**config.mk**
```make
export PLATFORM = sky130hd
export DESIGN_NAME = hash160_rmd_feeder
export DESIGN_NICKNAME = d
export VERILOG_FILES = /design/src/rtl/hash160_rmd_feeder.sv
export SDC_FILE = /design/constraint.sdc
export NUM_CORES = 1
export LEC_CHECK = 0
export BUFFER_PORTS_ARGS = -buffer_cell sky130_fd_sc_hd__buf_2
export CAP_MARGIN = 40
export CORE_AREA = 5 5 298 300
export CTS_CLUSTER_SIZE = 16
export DETAILED_ROUTE_END_ITERATION = 8
export DIE_AREA = 0 0 303 305
export PLACE_DENSITY = 0.68
export SETUP_SLACK_MARGIN = 0.02
export SYNTH_ARGS = -nofsm -noshare
export SYNTH_HDL_FRONTEND = slang
export SYNTH_SLANG_ARGS = --single-unit
```
**constraint.sdc**
```tcl
create_clock -name clk_p_i -period 24.9 [get_ports clk_p_i]
set_input_delay 4.98 -clock clk_p_i [delete_from_list [all_inputs] [get_ports clk_p_i]]
set_output_delay 4.98 -clock clk_p_i [all_outputs]
set_load 0.05 [all_outputs]
```
**src/rtl/hash160_rmd_feeder.sv**
```systemverilog
// Feeds RIPEMD-160 blocks to the Hash160 round core: buffers SHA-256 digests,
// pads each into a little-endian 512-bit block, and issues them at the core's fixed cadence.
module hash160_rmd_feeder #(
    parameter int ISSUE_GAP     = 82,
    parameter int RESULT_OFFSET = 81,
    parameter int FIFO_DEPTH    = 2
) (
    input  logic         clk_p_i,
    input  logic         rst,
    input  logic         i_valid,
    input  logic [255:0] i_digest,
    output logic         o_ready,
    output logic         o_blk_valid,
    output logic [511:0] o_block,
    output logic         o_res_stb,
    output logic         o_busy,
    output logic [2:0]   o_fifo_cnt
);

    localparam int PTR_W = $clog2(FIFO_DEPTH);
    localparam int GAP_W = $clog2(ISSUE_GAP);
    localparam logic [GAP_W-1:0] GAP_LOAD  = GAP_W'(ISSUE_GAP - 2);
    localparam logic [GAP_W-1:0] STB_MATCH = GAP_W'(ISSUE_GAP - RESULT_OFFSET);

    generate
        if (RESULT_OFFSET >= ISSUE_GAP || ISSUE_GAP < 3 || RESULT_OFFSET < 0) begin : g_bad_timing
            $error("hash160_rmd_feeder: need 0 <= RESULT_OFFSET < ISSUE_GAP and ISSUE_GAP >= 3");
        end
        if (FIFO_DEPTH != 2 && FIFO_DEPTH != 4) begin : g_bad_depth
            $error("hash160_rmd_feeder: FIFO_DEPTH must be 2 or 4");
        end
    endgenerate

    typedef enum logic [1:0] {
        ST_IDLE,
        ST_ISSUE,
        ST_WAIT
    } state_t;

    state_t             state_reg;
    logic [255:0]       fifo_mem [FIFO_DEPTH];
    logic [PTR_W-1:0]   wr_ptr_reg;
    logic [PTR_W-1:0]   rd_ptr_reg;
    logic [2:0]         cnt_reg;
    logic [GAP_W-1:0]   gap_cnt_reg;
    logic               blk_valid_reg;
    logic               res_stb_reg;
    logic [511:0]       block_reg;

    logic               push;
    logic               pop;
    logic               fifo_nonempty;
    logic               gap_expired;
    logic [255:0]       head_digest;
    logic [511:0]       head_block;

    assign o_ready       = (cnt_reg < 3'(FIFO_DEPTH));
    assign push          = i_valid && o_ready;
    assign fifo_nonempty = (cnt_reg != 3'd0);
    assign gap_expired   = (gap_cnt_reg == '0);
    // The head leaves the FIFO exactly on the edge that enters ISSUE.
    assign pop           = fifo_nonempty &&
                           ((state_reg == ST_IDLE) || (state_reg == ST_WAIT && gap_expired));
    assign head_digest   = fifo_mem[rd_ptr_reg];

    // Each big-endian 32-bit chunk of the digest becomes one byte-swapped LE word.
    generate
        for (genvar gi = 0; gi < 8; gi++) begin : g_word
            logic [31:0] chunk;
            assign chunk = head_digest[32*(7-gi) +: 32];
            assign head_block[32*gi +: 32] = {chunk[7:0], chunk[15:8], chunk[23:16], chunk[31:24]};
        end
    endgenerate
    assign head_block[511:256] = {32'h0000_0000, 32'h0000_0100, 160'h0, 32'h0000_0080};

    always_ff @(posedge clk_p_i) begin
        if (push) begin
            fifo_mem[wr_ptr_reg] <= i_digest;
        end
    end

    always_ff @(posedge clk_p_i) begin
        if (rst) begin
            wr_ptr_reg <= '0;
            rd_ptr_reg <= '0;
            cnt_reg    <= 3'd0;
        end else begin
            if (push) begin
                wr_ptr_reg <= wr_ptr_reg + PTR_W'(1);
            end
            if (pop) begin
                rd_ptr_reg <= rd_ptr_reg + PTR_W'(1);
            end
            case ({push, pop})
                2'b10:   cnt_reg <= cnt_reg + 3'd1;
                2'b01:   cnt_reg <= cnt_reg - 3'd1;
                default: cnt_reg <= cnt_reg;
            endcase
        end
    end

    // The gap counter reads ISSUE_GAP-1-k in the k-th cycle after ISSUE, so
    // expiry lands one cycle before the next permitted ISSUE.
    always_ff @(posedge clk_p_i) begin
        if (rst) begin
            state_reg     <= ST_IDLE;
            gap_cnt_reg   <= '0;
            blk_valid_reg <= 1'b0;
            res_stb_reg   <= 1'b0;
            block_reg     <= '0;
        end else begin
            blk_valid_reg <= 1'b0;
            res_stb_reg   <= 1'b0;
            case (state_reg)
                ST_IDLE: begin
                    if (pop) begin
                        state_reg     <= ST_ISSUE;
                        block_reg     <= head_block;
                        blk_valid_reg <= 1'b1;
                        if (RESULT_OFFSET == 0) begin
                            res_stb_reg <= 1'b1;
                        end
                    end
                end
                ST_ISSUE: begin
                    gap_cnt_reg <= GAP_LOAD;
                    state_reg   <= ST_WAIT;
                    if (RESULT_OFFSET == 1) begin
                        res_stb_reg <= 1'b1;
                    end
                end
                ST_WAIT: begin
                    if (RESULT_OFFSET >= 2 && gap_cnt_reg == STB_MATCH) begin
                        res_stb_reg <= 1'b1;
                    end
                    if (gap_expired) begin
                        if (pop) begin
                            state_reg     <= ST_ISSUE;
                            block_reg     <= head_block;
                            blk_valid_reg <= 1'b1;
                            if (RESULT_OFFSET == 0) begin
                                res_stb_reg <= 1'b1;
                            end
                        end else begin
                            state_reg <= ST_IDLE;
                        end
                    end else begin
                        gap_cnt_reg <= gap_cnt_reg - GAP_W'(1);
                    end
                end
                default: state_reg <= ST_IDLE;
            endcase
        end
    end

    assign o_blk_valid = blk_valid_reg;
    assign o_block     = block_reg;
    assign o_res_stb   = res_stb_reg;
    assign o_fifo_cnt  = cnt_reg;
    assign o_busy      = (state_reg != ST_IDLE) || (cnt_reg != 3'd0);

endmodule

```
# == After elaboration in Yosys (flattened, before gate mapping) ==
# Memories as Yosys holds them, arrays and structs flattened. A register that Yosys moved wholly into a read port is not among the register bits.
# Index checks and enable logic that the tools add are counted.
# W data, S select, Z words.
# word_totals
ff_bits,528
ramBits,512
inputBits,259
output_inout_bits,519
elab_cells,58
mem_count,1
# memory_table
memory,words,width,rd,rd_clocked_by_memory_dff,wr,line,text
fifo_mem,2,256,1,1,1,41,logic [255:0] fifo_mem [FIFO_DEPTH];
# classes
add_sub_neg,5
magnitude_cmp,1
n_eq_ne,8
mux,18
bitwise_logic,1
reduce_logical,16
# op_table
op,count
$mux W512,2
$pmux W512 S2,1
$pmux W7 S2,1
$mux W1,8
$reduce_bool A2 Y1,4
$eq A7 B1 Y1 const B,1
$logic_not A7 Y1,1
$mux W7,1
$sub A7 B1 Y7 const B,1
$ne A2 B2 Y1 const B,3
$pmux W2 S3,1
$pmux W3 S2,1
$reduce_and A2 Y1,3
$eq A2 B1 Y1 const B,2
$eq A2 B2 Y1 const B,2
$mux W2,2
$add A3 B1 Y3 const B,1
$logic_and A1 B1 Y1,3
$lt A3 B2 Y1 const B,1
$reduce_bool A3 Y1,1
$sub A3 B1 Y3 const B,1
$add A1 B1 Y1 const B,2
$logic_not A2 Y1,1
$logic_or A1 B1 Y1,2
other kinds (3),3

# == Longest topological paths before layout ==
# Gate-level depths: netlist (run 1).
# logic_depth
depth_word,7
depth_mapped,12

# == Least setup slack after synthesis (run 1) ==
# Ideal clock, no wire load.
# synth_timing
kind,in2reg
startpoint,input i_valid
endpoint,"memory fifo_mem[0][0], enable pin"
setup_ns,0.879
arrival_ns,15.733
required_time_ns,24.021
slack_ns,8.288
path_stages,2
path_buffers,0
path_cell_list,nand2_1 nor2_1
# synth_via
elab_chain_cells,3
# synth_lines
item,line,text
"start, declared",10,"input logic i_valid,"
$logic_and A1 B1 Y1,58,assign push = i_valid && o_ready;
$mux W1,77,if (push) begin
$mux W1 (implied by the code),78,fifo_mem[wr_ptr_reg] <= i_digest;
"end, declared",41,
# Every way passes these cells.

# == Worst setup path in the final report (run 1) ==
# layout_timing
startpoint,input i_valid
endpoint,"memory fifo_mem[0][229], enable pin"
# The elaborated chain is that of the path after synthesis.

==> results.md, run 1 <==
* Synthesized cell area at slightly below 30000 sq um
* Final Instance Area at about 35000 sq um
* Clock latency on the worst-skew pair at 0.64 ns
* Hold Buf Count CTS at 0
* Final setup TNS at 0 ns
* DR vias/cell at approximately 4.7
* Worst setup SP type: primary input
* Die height at around 310 um
* Max reg flops at 512
* Worst path required time at approximately 25 ns
* IO buf count at 523
* Initial antenna violation count at 25
* Number of global-route vias before repair at between 15000 and 20000
* GP Congestion at approximately 0.75
* Vias post-DR at about 17000
* DR DRC count at 0
* Min-delay worst type: reg2reg
* Maximum fanout along the worst path at 60
* Synth Warn # at 0
* Largest net degree at the start of global routing at 121
* CTS tree: built
* Initial core utilization at between 30% and 40%
* CP arrival at ~7.6 ns
* DP HPWL at about 45000 um
* Setup bufs post-CTS at 0
* Final nets at between 2000 and 3000
* Synth top area share at between 50% and 60%
* Final Max Slew Viols at 0
* H-tree depth at 3
* Final hold vios at 0
* CP Class: in2reg
* Fin crit share at slightly below 30%
* PD cells at around 150 nW/um^2
* Site row count at around 110
* Synth unique cells at 40
* I/O pin total at roughly 780
* Post-synthesis register bit count at between 700 and 800
* Global Route Usage Sum at between 10% and 20%
* Post-route ant nets at 0
* Mapped Cells at 2033
* Clock Sinks at roughly 790
* Fmax at approximately 140 MHz
* Root buffer cell: clkbuf_16
* Core Area at between 80000 and 90000 sq um
* Wire per inst at between 15 and 20 um
* TritonRoute pass-1 iters at 5
* Leakage at about 13 nW
* RSZ-0062 raised after global routing: no
* Setup-failing EPs final at 0
* Layout area overhead at 18.1%
* Slew Limit Headroom at 34.3%
* Post-synthesis sequential area ratio at a little over two thirds
* CTS clk-pin slew, worst paths at ~0.06 ns
* Mean post-synth cell area at between 10 and 15 sq um
* Clock buffer depth at 3
* Maximum capacitance violations at 0
* Die area at around 90000 sq um
* Synth area leader: edfxtp_1
* Post-Route WL at 69900 um
* Global-route wire length before repair at between 100000 and 150000 um
* Post_cts resized at 0
* Worst-Margin Slew at slightly below 1 ns
* Synth top area cells: edfxtp_1 52%, dfxtp_1 18%, mux2i_1 8.7%, buf_4 7.7%, a211oi_1 6.5%
* Initial detailed-routing violation count at 887
* Max IR drop VDD at approximately 0.00017 V
* Critical Path Sink Type: flip-flop
* Crit path time final at around 7.4 ns
* Run status: completed
* Placed inst area at 32600 sq um
* Layout cells sized above 1 at 26.3%
* TritonCTS Buffers at 81
* Die width at a little over 300 um
* Worst Skew at approximately 0.026 ns
* Total grt overflow at 0
==> final timing paths <==
check | startpoint | end | slack [ns] | cells past startpoint
setup / recovery | i_valid | fifo_mem[0][229]$_DFFE_PP_ | 17.52 | 6
hold / removal | o_block[263]$_SDFFE_PP0P_ | o_block[263]$_SDFFE_PP0P_ | 0.47 | 2
setup reg to reg | gap_cnt_reg[0]$_SDFFE_PP0P_ | o_block[61]$_SDFFE_PP0P_ | 20.77 | 9
hold reg to reg | o_block[263]$_SDFFE_PP0P_ | o_block[263]$_SDFFE_PP0P_ | 0.47 | 2
==> per-layer routing <==
layer / vias up / GRT usage [%] / share of wire, %
met4: 16 / 5.84 / 2.9
met2: 648 / 24.5 / 51
met5: - / 0 / 0.15
met3: 128 / 5.30 / 9.4
li1: 8201 / - / -
met1: 8495 / 15.9 / 37
==> cell usage after synthesis (all sizes together) <==
library cell  instances
nor3b                 1
or3                   2
nor2                 11
nand2b                2
mux2i               258
o31ai                 1
clkbuf               87
xnor2                 3
fa                    1
ha                    4
nand4                 1
a211oi              257
conb                  1
nor2b                 3
nand2                 4
nor3                  5
mux2                  2
dfxtp               274
or4                   2
a31oi                 2
o211ai                2
o2bb2ai               1
inv                   5
o32ai                 1
a21oi               262
edfxtp              512
buf                 314
and3                  2
o21ai                 3
nor4b                 1
or3b                  1
nand3                 2
or4b                  1
xor2                  2
nand3b                3
==> where the power goes <==
group | total, mW | internal (mW) | switching [mW] | leakage (nW)
logic | 2.31 | 0.611 | 1.70 | 5.00
clock network | 1.16 | 0.668 | 0.491 | 1.26
registers | 1.97 | 1.80 | 0.165 | 7.03
==> cell type report <==
type                       count  area, sq um
tap                         1155         1450
clock buffer                 121         2350
inverter                       5         26.3
timing repair buffer         554         3010
clock inverter                30          233
antenna                       15         37.5
sequential                   786        20900
multi-input combinational   1094         7240
fill                        7934        50700
==> metrics by stage <==
stage / power (mW) / instances / utilization (%) / hold slack, ns / setup slack, ns
global route: 5.73 / 3756 / 41.0 / 0.496 / 17.42
finish: 5.44 / 3760 / 41.0 / 0.467 / 17.52
detailed placement: 4.32 / 3594 / 37.9 / 0.456 / 16.89
floorplan: 3.85 / 2286 / - / 0.485 / 8.29
global placement: 4.25 / 3587 / 37.7 / 0.446 / 16.91
CTS: 5.50 / 3745 / 40.9 / 0.466 / 17.58
==> critical path, stage by stage <==
cell     delay, ns
buf_2         0.14
nand2_1       0.14
nor2_4        0.12
buf_4         0.53
buf_4         0.77
buf_4         0.79
==> kinds of logic after synthesis <==
group           Yosys count  synth area share (%)
other cells               1                0.0126
xor+xnor                  5                 0.147
simple gates             41                 0.776
flops                   786                  70.0
mux                     260                  8.74
compound gates          529                  11.1
fa+ha+maj                 5                 0.235
buf+inv                 406                  9.01
==> cells in the final DEF, fill, tap and decap left out, types with 2 or more instances in the layout <==
cell type	count
nand2_1	4
inv_8	2
nand3_1	2
clkinv_1	7
a21oi_1	262
mux2_2	2
clkinvlp_4	4
clkbuf_1	25
buf_4	23
dfxtp_1	273
inv_6	2
diode_2	15
or4_1	2
edfxtp_1	512
a31oi_1	2
a211oi_1	257
conb_1	254
clkinv_2	10
buf_2	522
inv_1	4
nor2_1	9
xnor2_1	3
clkbuf_8	13
o21ai_0	2
nor2b_1	3
ha_1	4
nor2_4	2
buf_16	7
o211ai_1	2
clkbuf_16	83
clkinv_8	2
nor3_1	5
nand2b_1	2
xor2_1	2
mux2i_1	258
nand3b_1	3
(Power assumes the default switching activity.)
==> inputs of run 2 (changes only) <==
--- a/config.mk
+++ b/config.mk
@@ -7,11 +7,11 @@
 export LEC_CHECK = 0
 export BUFFER_PORTS_ARGS = -buffer_cell sky130_fd_sc_hd__buf_2
 export CAP_MARGIN = 40
-export CORE_AREA = 5 5 298 300
+export CORE_AREA = 5 5 295 297
 export CTS_CLUSTER_SIZE = 16
 export DETAILED_ROUTE_END_ITERATION = 8
-export DIE_AREA = 0 0 303 305
-export PLACE_DENSITY = 0.68
+export DIE_AREA = 0 0 300 302
+export PLACE_DENSITY = 0.71
 export SETUP_SLACK_MARGIN = 0.02
 export SYNTH_ARGS = -nofsm -noshare
 export SYNTH_HDL_FRONTEND = slang
==> constraint.sdc (replaced) <==
create_clock -name clk_p_i -period 6.5 [get_ports clk_p_i]
set_input_delay 1.3 -clock clk_p_i [delete_from_list [all_inputs] [get_ports clk_p_i]]
set_output_delay 1.3 -clock clk_p_i [all_outputs]
set_load 0.05 [all_outputs]
==> run 2 against run 1 <==
Effect of this change:
- global-route usage grew 0.32 points
- power rose to 3.9 times the previous value
- largest power group unchanged
- final area is essentially flat
- first-iteration DRC count rose by 5.9%
- critical path type is now reg2reg
- die area down 2.0%
- setup slack got worse by 14 ns
- register-to-register slack worse by 18 ns
- highest routed layer unchanged
==> results.md, run 2 (synthesized netlist as in run 1, its figures left out) <==
* Placed insts at 3518 (was 3594)
* Maximum fanout along the worst path at 161 (was 60)
* Root buffer cell: clkbuf_16 (unchanged)
* Fillcell total at 7714 (was 7934)
* H-tree depth at 3 (unchanged)
* DR vias/cell at 4.77 (was 4.65)
* Fin crit share at a little over half
* Critical Path Sink Type: flip-flop (unchanged)
* Layout area overhead at 18.2% (was 18.1%)
* Setup bufs post-CTS at 0 (unchanged)
* Slew Limit Headroom at 4.86% (was 34.3%)
* Fin cells at 3681 (was 3760)
* Crit path largest cell delay at 0.73 ns (was 0.79 ns)
* Site row count at 107 (was 108)
* Initial antenna violation count at 14 (was 25)
* Seq pwr share at 35.7% (was 36.2%)
* Initial detailed-routing violation count at 939 (was 887)
* Final nets at 2778 (was 2786)
* Clock Sinks at 786 (unchanged)
* Layout cells sized above 1 at 26.1% (was 26.3%)
* Leakage at 13.3 nW (about the same)
* Post-route ant nets at 0 (unchanged)
* Gate power share at 41.8% (was 42.5%)
* DR DRC count at 0 (unchanged)
* Final hold vios at 0 (unchanged)
* Worst path required time at 7.02 ns (was 25.14 ns)
* Hold Buf Count CTS at 0 (unchanged)
* Global Route Usage Sum at 14.6% (was 14.3%)
* Global-route wire length before repair at 104000 um (was 102000 um)
* Die width at 300 um (was 303 um)
* CTS clk-pin slew, worst paths at 0.06 ns (about the same)
* Vias post-DR at 17559 (was 17488)
* Worst setup SP type: flip-flop (was primary input)
* PD cells at 599 nW/um^2 (was 154 nW/um^2)
* Sw Ratio at 43.3% (about the same)
* Clock latency on the worst-skew pair at 0.64 ns (about the same)
* Wire per inst at 19.2 um (was 18.6 um)
* Most common cell after layout, fill and taps aside: buf_2 (unchanged)
* Core Area at 84300 sq um (was 85900 sq um)
* Final Instance Area at 35200 sq um (about the same)
* I/O pin total at 778 (unchanged)
* IO buf count at 523 (unchanged)
* Setup-failing EPs final at 0 (unchanged)
* Die height at 302 um (was 305 um)
* Area of the multi-input gates at 7240 sq um (unchanged)
* Reported net switching power at 9.13 mW (was 2.35 mW)
* Post_cts resized at 0 (unchanged)
* Worst-Margin Slew at 1.43 ns (was 0.986 ns)
* Maximum capacitance violations at 0 (unchanged)
* Max reg flops at 512 (unchanged)
* WHS at 0.515 ns (was 0.467 ns)
* Worst Skew at 0.0471 ns (was 0.0257 ns)
* Most frequent cells in the layout: 522 x buf_2, 512 x edfxtp_1, 273 x dfxtp_1, 262 x a21oi_1, 258 x mux2i_1 (unchanged)
* Largest net degree at the start of global routing at 192 (was 121)
* Slowest CP cell: buf_4 (unchanged)
* DP HPWL at 44400 um (was 45400 um)
* FF+latch area at 20900 sq um (unchanged)
* Post-Route WL at 70600 um (was 69900 um)
* Final setup TNS at 0 ns (unchanged)
* GP Congestion at 0.777 (was 0.747)
* Clock buffer depth at 3 (unchanged)
* Final Max Slew Viols at 0 (unchanged)
* TritonCTS Buffers at 84 (was 81)
* TritonRoute pass-1 iters at 5 (unchanged)
* Number of global-route vias before repair at 17347 (was 17114)
* CP arrival at 3.93 ns (was 7.63 ns)
* Cell mode on critical path: buf_4 (unchanged)
* Crit path time final at approximately 3.4 ns
* Placed inst area at 32400 sq um (was 32600 sq um)
* Min-delay worst type: reg2reg (unchanged)
* Run status: completed (unchanged)
* CTS tree: built (unchanged)
* Clk network pwr share at 22.5% (was 21.3%)
* Fmax at around 290 MHz
* Worst path cell trace: inv_1, ha_1, or3b_1, o21ai_4, buf_4, buf_12, buf_4, a21oi_1, a211oi_1 (was buf_2, nand2_1, nor2_4, buf_4, buf_4, buf_4)
* P_int at 12.0 mW (was 3.08 mW)
* Max IR drop VDD at 0.000653 V (was 0.000166 V)
* Die area at 90600 sq um (was 92400 sq um)
* CP Class: reg2reg (was in2reg)
* Total grt overflow at 0 (unchanged)
* Initial core utilization at 35.3% (was 34.7%)
* RSZ-0062 raised after global routing: no (unchanged)
==> run 2: layout make-up <==
class	instances	area share, %
clock buffer	110	6.59
sequential	786	59.2
multi-input combinational	1094	20.6
clock inverter	47	1.41
tap	1090	3.87
antenna	6	0.0426
inverter	5	0.0746
timing repair buffer	543	8.26
==> run 2: layer usage <==
layer  wire (um)  track usage, %  vias up  share of wire (%)
met1       25800            16.6     8558                 37
met4        1960            4.99       12                2.8
met3        6510            4.72      123                9.2
li1            -               -     8155                  -
met5          79               0        -               0.11
met2       36200            25.9      711                 51
==> run 2: through the flow <==
stage / util (%) / power (mW) / setup slack (ns)
CTS: 41.8 / 21.4 / 2.91
detailed placement: 38.4 / 16.5 / 2.94
global route: 41.8 / 22.2 / 2.72
global placement: 38.4 / 16.4 / 3.02
floorplan: - / 14.5 / 0.660
finish: 41.8 / 21.1 / 3.09
==> run 2: power by group through the flow <==
| stage | Clock (mW) | Combinational [mW] | Sequential [mW] |
|---|---|---|---|
| 3_3_place_gp | 0 | 8.78 | 7.59 |
| 5_1_grt | 5.12 | 9.39 | 7.68 |
| 3_5_place_dp | 0 | 8.92 | 7.62 |
| 2_1_floorplan | 0 | 4.31 | 10.2 |
| 6_report | 4.75 | 8.81 | 7.54 |
| 4_1_cts | 4.88 | 8.93 | 7.55 |
==> run 2: critical path, delay by kind of cell (launching register included) <==
family / cells / cell delay, ns
and+or+nand+nor: 1 / 0.43
DFF: 1 / 0.33
buffers and inverters: 4 / 1.59
adders and majority gates: 1 / 0.18
AOI/OAI and AO/OA: 3 / 0.61
==> run 2: worst paths after layout <==
check	startpoint	endpoint	slack, ns	depth (start not counted)
worst min-delay path	o_block[88]$_SDFFE_PP0P_	o_block[88]$_SDFFE_PP0P_	0.52	2
worst min register to register	o_block[88]$_SDFFE_PP0P_	o_block[88]$_SDFFE_PP0P_	0.52	2
worst max-delay path	gap_cnt_reg[1]$_SDFFE_PP0P_	o_block[120]$_SDFFE_PP0P_	3.09	9
worst max register to register	gap_cnt_reg[1]$_SDFFE_PP0P_	o_block[120]$_SDFFE_PP0P_	3.09	9
